### config.mk
export PLATFORM = sky130hd
export DESIGN_NAME = bcd_convert_module
export DESIGN_NICKNAME = d
export VERILOG_FILES = /design/src/rtl/bcd_pkg.sv /design/src/rtl/bcd_digit_adj.sv /design/src/rtl/bcd_convert_module.sv
export SDC_FILE = /design/constraint.sdc
export NUM_CORES = 1
export LEC_CHECK = 0
export CAP_MARGIN = 20
export CELL_PAD_IN_SITES_DETAIL_PLACEMENT = 1
export CELL_PAD_IN_SITES_GLOBAL_PLACEMENT = 1
export CORE_ASPECT_RATIO = 0.8
export CORE_MARGIN = 1.5
export CORE_UTILIZATION = 43
export CTS_CLUSTER_DIAMETER = 100
export DETAILED_ROUTE_END_ITERATION = 8
export PLACE_DENSITY_LB_ADDON = 0.08
export SLEW_MARGIN = 10
export SYNTH_ARGS = -nofsm -noshare
export SYNTH_HDL_FRONTEND = slang
export SYNTH_HIERARCHICAL = 1
export SYNTH_SLANG_ARGS = --single-unit
### constraint.sdc
create_clock -name CLK -period 3 [get_ports CLK]
set_input_delay 0.75 -clock CLK [delete_from_list [all_inputs] [get_ports CLK]]
set_output_delay 0.75 -clock CLK [all_outputs]
set_load 0.02 [all_outputs]
### src/rtl/bcd_pkg.sv
// -----------------------------------------------------------------------------
// bcd_pkg
// Shared definitions for the binary-to-BCD converter:
//   - bcd_state_t : converter FSM state type (IDLE / SHIFT)
//   - BCD_DIGIT_W : width of one BCD digit
//   - bcd_clog2() : ceiling log2, used to size the bit counter at elaboration
// -----------------------------------------------------------------------------
package bcd_pkg;

  localparam int BCD_DIGIT_W = 4;

  typedef enum logic {
    ST_IDLE  = 1'b0,
    ST_SHIFT = 1'b1
  } bcd_state_t;

  // Smallest r such that 2**r >= value (0 for value <= 1).
  function automatic int bcd_clog2(input int value);
    int result;
    result = 0;
    for (int i = 0; i < 32; i++) begin
      if ((64'd1 << i) < 64'(value)) begin
        result = i + 1;
      end
    end
    return result;
  endfunction

endpackage

### src/rtl/bcd_digit_adj.sv
// -----------------------------------------------------------------------------
// bcd_digit_adj
// Double-dabble correction for a single BCD digit: adds 3 when the digit is
// 5 or more, so the following left shift carries correctly into the next
// decimal digit.
// Ports:
//   digit_in  [3:0] : digit before correction
//   digit_out [3:0] : corrected digit (digit_in + 3 if digit_in >= 5)
// -----------------------------------------------------------------------------
module bcd_digit_adj
  import bcd_pkg::*;
(
  input  logic [BCD_DIGIT_W-1:0] digit_in,
  output logic [BCD_DIGIT_W-1:0] digit_out
);

  assign digit_out = (digit_in >= 4'd5) ? (digit_in + 4'd3) : digit_in;

endmodule

### src/rtl/bcd_convert_module.sv
// -----------------------------------------------------------------------------
// bcd_convert_module
// Iterative binary-to-BCD converter (double dabble), one input bit per clock,
// MSB first. A conversion takes DATA_W clocks; results are registered only at
// completion so the outputs never show intermediate accumulator values.
// Ports:
//   CLK         : clock, rising edge
//   RST         : synchronous active-high reset
//   Start_Sig   : start request, sampled only while idle
//   Number_Data : unsigned binary input, captured on the accepting edge
//   Busy        : high while shifting
//   Done_Sig    : one-cycle completion pulse
//   Bcd_Data    : BCD result, digit 0 (ones) in the low nibble
//   Overflow    : value did not fit in DIGITS decimal digits (result saturated)
//   Digit_Blank : leading-zero blank mask, bit 0 never set
// -----------------------------------------------------------------------------
module bcd_convert_module
  import bcd_pkg::*;
#(
  parameter int DATA_W = 8,
  parameter int DIGITS = 3
) (
  input  logic                          CLK,
  input  logic                          RST,
  input  logic                          Start_Sig,
  input  logic [DATA_W-1:0]             Number_Data,
  output logic                          Busy,
  output logic                          Done_Sig,
  output logic [BCD_DIGIT_W*DIGITS-1:0] Bcd_Data,
  output logic                          Overflow,
  output logic [DIGITS-1:0]             Digit_Blank
);

  localparam int ACC_W = BCD_DIGIT_W * DIGITS;
  localparam int CNT_W = bcd_clog2(DATA_W + 1);
  localparam logic [CNT_W-1:0] LAST_CNT = CNT_W'(DATA_W - 1);
  localparam logic [ACC_W-1:0] ALL_NINES = {DIGITS{4'd9}};
  // Reset blank mask: every digit blanked except the ones digit.
  localparam logic [DIGITS-1:0] BLANK_RST = ~DIGITS'(1);

  bcd_state_t        state_reg, state_next;
  logic [DATA_W-1:0] sr_reg, sr_next;
  logic [ACC_W-1:0]  acc_reg, acc_next;
  logic              ovf_reg, ovf_next;
  logic [CNT_W-1:0]  cnt_reg, cnt_next;

  logic [ACC_W-1:0]  bcd_out_reg, bcd_out_next;
  logic              ovf_out_reg, ovf_out_next;
  logic [DIGITS-1:0] blank_out_reg, blank_out_next;
  logic              done_reg, done_next;

  logic [ACC_W-1:0]  adj_acc;
  logic [ACC_W-1:0]  shifted_acc;
  logic              shifted_ovf;
  logic [DIGITS-1:0] blank_calc;

  // Per-digit +3 correction ahead of the shift.
  generate
    for (genvar gi = 0; gi < DIGITS; gi++) begin : g_adj
      bcd_digit_adj u_adj (
        .digit_in  (acc_reg[gi*BCD_DIGIT_W +: BCD_DIGIT_W]),
        .digit_out (adj_acc[gi*BCD_DIGIT_W +: BCD_DIGIT_W])
      );
    end
  endgenerate

  // Accumulator and overflow state as they will be after this shift edge.
  // A 1 leaving the top digit means the running value reached 10**DIGITS;
  // the value only grows from there, so the flag is sticky.
  assign shifted_acc = {adj_acc[ACC_W-2:0], sr_reg[DATA_W-1]};
  assign shifted_ovf = ovf_reg | adj_acc[ACC_W-1];

  // Blank digit i when it and every more significant digit are zero.
  assign blank_calc[0] = 1'b0;
  generate
    for (genvar gi = 1; gi < DIGITS; gi++) begin : g_blank
      assign blank_calc[gi] = (shifted_acc[ACC_W-1:gi*BCD_DIGIT_W] == '0);
    end
  endgenerate

  always_comb begin
    state_next     = state_reg;
    sr_next        = sr_reg;
    acc_next       = acc_reg;
    ovf_next       = ovf_reg;
    cnt_next       = cnt_reg;
    bcd_out_next   = bcd_out_reg;
    ovf_out_next   = ovf_out_reg;
    blank_out_next = blank_out_reg;
    done_next      = 1'b0;

    case (state_reg)
      ST_IDLE: begin
        if (Start_Sig) begin
          sr_next    = Number_Data;
          acc_next   = '0;
          ovf_next   = 1'b0;
          cnt_next   = '0;
          state_next = ST_SHIFT;
        end
      end

      ST_SHIFT: begin
        sr_next  = {sr_reg[DATA_W-2:0], 1'b0};
        acc_next = shifted_acc;
        ovf_next = shifted_ovf;
        cnt_next = cnt_reg + CNT_W'(1);
        if (cnt_reg == LAST_CNT) begin
          // Final shift: publish the result and return to idle, so a start
          // presented during the Done_Sig cycle is accepted immediately.
          state_next     = ST_IDLE;
          done_next      = 1'b1;
          ovf_out_next   = shifted_ovf;
          bcd_out_next   = shifted_ovf ? ALL_NINES : shifted_acc;
          blank_out_next = shifted_ovf ? '0 : blank_calc;
        end
      end

      default: begin
        state_next = ST_IDLE;
      end
    endcase
  end

  always_ff @(posedge CLK) begin
    if (RST) begin
      state_reg     <= ST_IDLE;
      sr_reg        <= '0;
      acc_reg       <= '0;
      ovf_reg       <= 1'b0;
      cnt_reg       <= '0;
      bcd_out_reg   <= '0;
      ovf_out_reg   <= 1'b0;
      blank_out_reg <= BLANK_RST;
      done_reg      <= 1'b0;
    end else begin
      state_reg     <= state_next;
      sr_reg        <= sr_next;
      acc_reg       <= acc_next;
      ovf_reg       <= ovf_next;
      cnt_reg       <= cnt_next;
      bcd_out_reg   <= bcd_out_next;
      ovf_out_reg   <= ovf_out_next;
      blank_out_reg <= blank_out_next;
      done_reg      <= done_next;
    end
  end

  assign Busy        = (state_reg == ST_SHIFT);
  assign Done_Sig    = done_reg;
  assign Bcd_Data    = bcd_out_reg;
  assign Overflow    = ovf_out_reg;
  assign Digit_Blank = blank_out_reg;

endmodule

==> flow_summary.json <==
{
  "worst-path-buf-inv": 1,
  "multi_input_area_um2": 1050,
  "ys_types": 31,
  "wire_per_inst_um": 14.7,
  "final_net_count": 277,
  "syn_nets": 257,
  "core_um2": 4570,
  "cp.arrival_ns": 1.50,
  "portBuffers": 27,
  "crit_required_ns": 2.25,
  "place.gp.congestion": 0.716,
  "vdd_ir_drop_max_uv": 357,
  "p_leak_uw": 0.000909,
  "cts_tree": "done",
  "drcViolationCount": 0,
  "clk_pin_slew_ns": 0.09,
  "clk-insertion-delay-late_ns": 0.30,
  "via_per_inst": 5.17,
  "num_antenna_cells": 0,
  "wl_um": 4720,
  "post_route_cells_drive_above_1_share": 0.0962,
  "status": "completed",
  "cts-root-buf": "clkbuf_8",
  "placed_area_um2": 2290,
  "ys_seq_area_frac": 0.415,
  "die_h_um": 64.4,
  "drtIter0Drc": 53,
  "ys.flop_type": "dfxtp_1",
  "cp_max_fo": 10,
  "antenna_found_initial": 0,
  "drt_pass1_iterations": 3,
  "crit_path_end_kind": "primary output",
  "hold_buffers": 0,
  "critPathLaunchType": "register",
  "worst-slew-pin-transition_ns": 0.621,
  "rsz0062_at_grt": "false",
  "r2r-end": "Digit_Blank[1]",
  "syn_avg_cell_area_um2": 8.47,
  "relSlewSlack": 0.585,
  "num_rows": 22,
  "synthCells": 239,
  "cpPeakStageDelay_ns": 0.67,
  "min_from": "Bcd_Data[5]",
  "layout_min_cycle_time_ns": 2.25,
  "cp_slowest_cell": "clkdlybuf4s50_1",
  "start_util": 0.443,
  "hold_end": "Bcd_Data[5]",
  "r2r_cells": 8,
  "worstSetupPathType": "reg -> out",
  "pin_count": 29,
  "tns_ns": 0,
  "period_share": 0.750,
  "first_global_vias": 1617,
  "yosys_warnings": 6,
  "synthesis.area_um2": 2020,
  "vias": 1654,
  "clockBufferDepth": 2,
  "finClkSkew_ns": 0.00370,
  "dp_cells": 312,
  "ys_seq_elements": 42,
  "overflow": 0,
  "maxCapViolations": 0,
  "grtUsageTotal": 0.204,
  "finalHoldViolCount": 0,
  "cts_htree_levels": 2,
  "r2r_slack_ns": 1.18,
  "fp.dieW_um": 79.7,
  "cts_inserted_buffers": 5,
  "fmax_mhz": 445,
  "hold_path_depth": 2,
  "synth_edf_count": 0,
  "cts_resized": 0,
  "final_cell_count_no_fill": 320,
  "grt_max_degree": 43,
  "regToRegStartpoint": "acc_reg[9]",
  "area_growth_pct": 18.5,
  "fillers": 566,
  "seq_area_um2": 841,
  "postLayoutCellArea_um2": 2400,
  "hp-class": "reg -> reg",
  "dp_hpwl_um": 3250,
  "grt_pass1_wl_um": 7970,
  "finalPower_uw": 1120,
  "dieArea_um2": 5130,
  "path_delay_family": "buffers and inverters",
  "clock-sinks": 42,
  "async_flop_share": 0,
  "power_density_nw_per_um2": 466,
  "crit_chain": "clkdlybuf4s50_1",
  "drt.antenna.violating_nets": 0,
  "post-cts-setup-buffers": 0,
  "final_max_slew_viol_count": 0,
  "finalSetupViolCount": 0
}
through the flow:
stage	util	setup slack [ns]	hold WS, ns
floorplan	-	1.45	0.458
global placement	0.501	0.642	0.439
detailed placement	0.501	0.574	0.447
CTS	0.525	0.752	0.459
global route	0.525	0.693	0.478
finish	0.525	0.751	0.462
synthesized netlist by cell type (3+ instances only):
cell       n  share of area
dfxtp_1   42           0.42
nor2_1    34          0.063
a21oi_1   24          0.059
nand2_1   22          0.041
nor3_1    14          0.035
nor3b_1   13          0.048
mux2i_1   12          0.059
inv_1      8          0.015
ha_1       7          0.043
mux2_2     7          0.039
clkbuf_1   6          0.011
nand2b_1   6          0.019
nand3_1    6          0.015
o21ai_0    6          0.015
buf_2      5          0.012
a21oi_2    4          0.017
buf_4      3          0.011
o21ai_1    3         0.0074
xnor2_1    3          0.013
cell type report:
cell class / instances / share of cell area
Clock buffer: 5 / 0.0287
Timing Repair Buffer: 30 / 0.122
Sequential cell: 42 / 0.350
Multi-Input combinational cell: 172 / 0.437
Inverter: 8 / 0.0125
Clock inverter: 3 / 0.0182
Tap cell: 60 / 0.0313
cells in the final DEF (no fill, tap or decap):
| master | instances |
|---|---|
| and4b_1 | 1 |
| o21ai_0 | 6 |
| mux2i_1 | 12 |
| inv_1 | 8 |
| nand4b_2 | 1 |
| nand3_2 | 1 |
| a21oi_1 | 24 |
| nor3_1 | 14 |
| clkbuf_8 | 5 |
| clkinv_2 | 1 |
| o21ai_1 | 3 |
| dfxtp_1 | 42 |
| nand2_1 | 22 |
| a311oi_1 | 1 |
| clkdlybuf4s50_1 | 27 |
| ha_1 | 7 |
| buf_4 | 3 |
| nor3b_1 | 13 |
| nor2_1 | 34 |
| inv_6 | 1 |
| a21oi_2 | 4 |
| bufinv_16 | 1 |
| nand3_1 | 6 |
| mux2_2 | 7 |
| nor4_1 | 2 |
| conb_1 | 1 |
| or2_2 | 1 |
| nand2b_1 | 6 |
| nand4b_1 | 1 |
| a211oi_1 | 2 |
| xnor2_1 | 3 |
power breakdown:
| part | internal (uW) | switching, uW |
|---|---|---|
| clock network | 250 | 213 |
| logic | 36.7 | 41.9 |
| registers | 567 | 9.73 |
| total | 854 | 264 |
logic make-up (layout without fill, tap and decap cells):
family / count (synthesis) / count (layout) / share of synthesized area
flip-flops: 42 / 42 / 0.415
adder cells (fa/ha/maj): 7 / 7 / 0.0433
XOR/XNOR: 3 / 3 / 0.0130
multiplexers: 19 / 19 / 0.0983
other: 1 / 1 / 0.00185
AND/OR/NAND/NOR: 102 / 102 / 0.251
buffers and inverters: 25 / 46 / 0.0667
AO/OA/AOI/OAI: 40 / 40 / 0.111
worst max path at each step:
stage	start	to	slack, ns	cells past startpoint
after floorplan	acc_reg[9]	Bcd_Data[0]	1.45	9
after global placement	Start_Sig	cnt_reg[2]	0.64	5
after detailed placement	Start_Sig	cnt_reg[3]	0.57	5
after CTS	Busy	Busy	0.75	1
after global routing	Busy	Busy	0.69	1
final	Busy	Busy	0.75	1
routing by layer:
layer	track usage	up-vias	part of all wire
met5	0	-	0
met2	0.300	17	0.42
li1	-	845	-
met1	0.294	785	0.55
met4	0.0592	0	0.011
met3	0.0457	7	0.028
(Power assumes the default switching activity.)
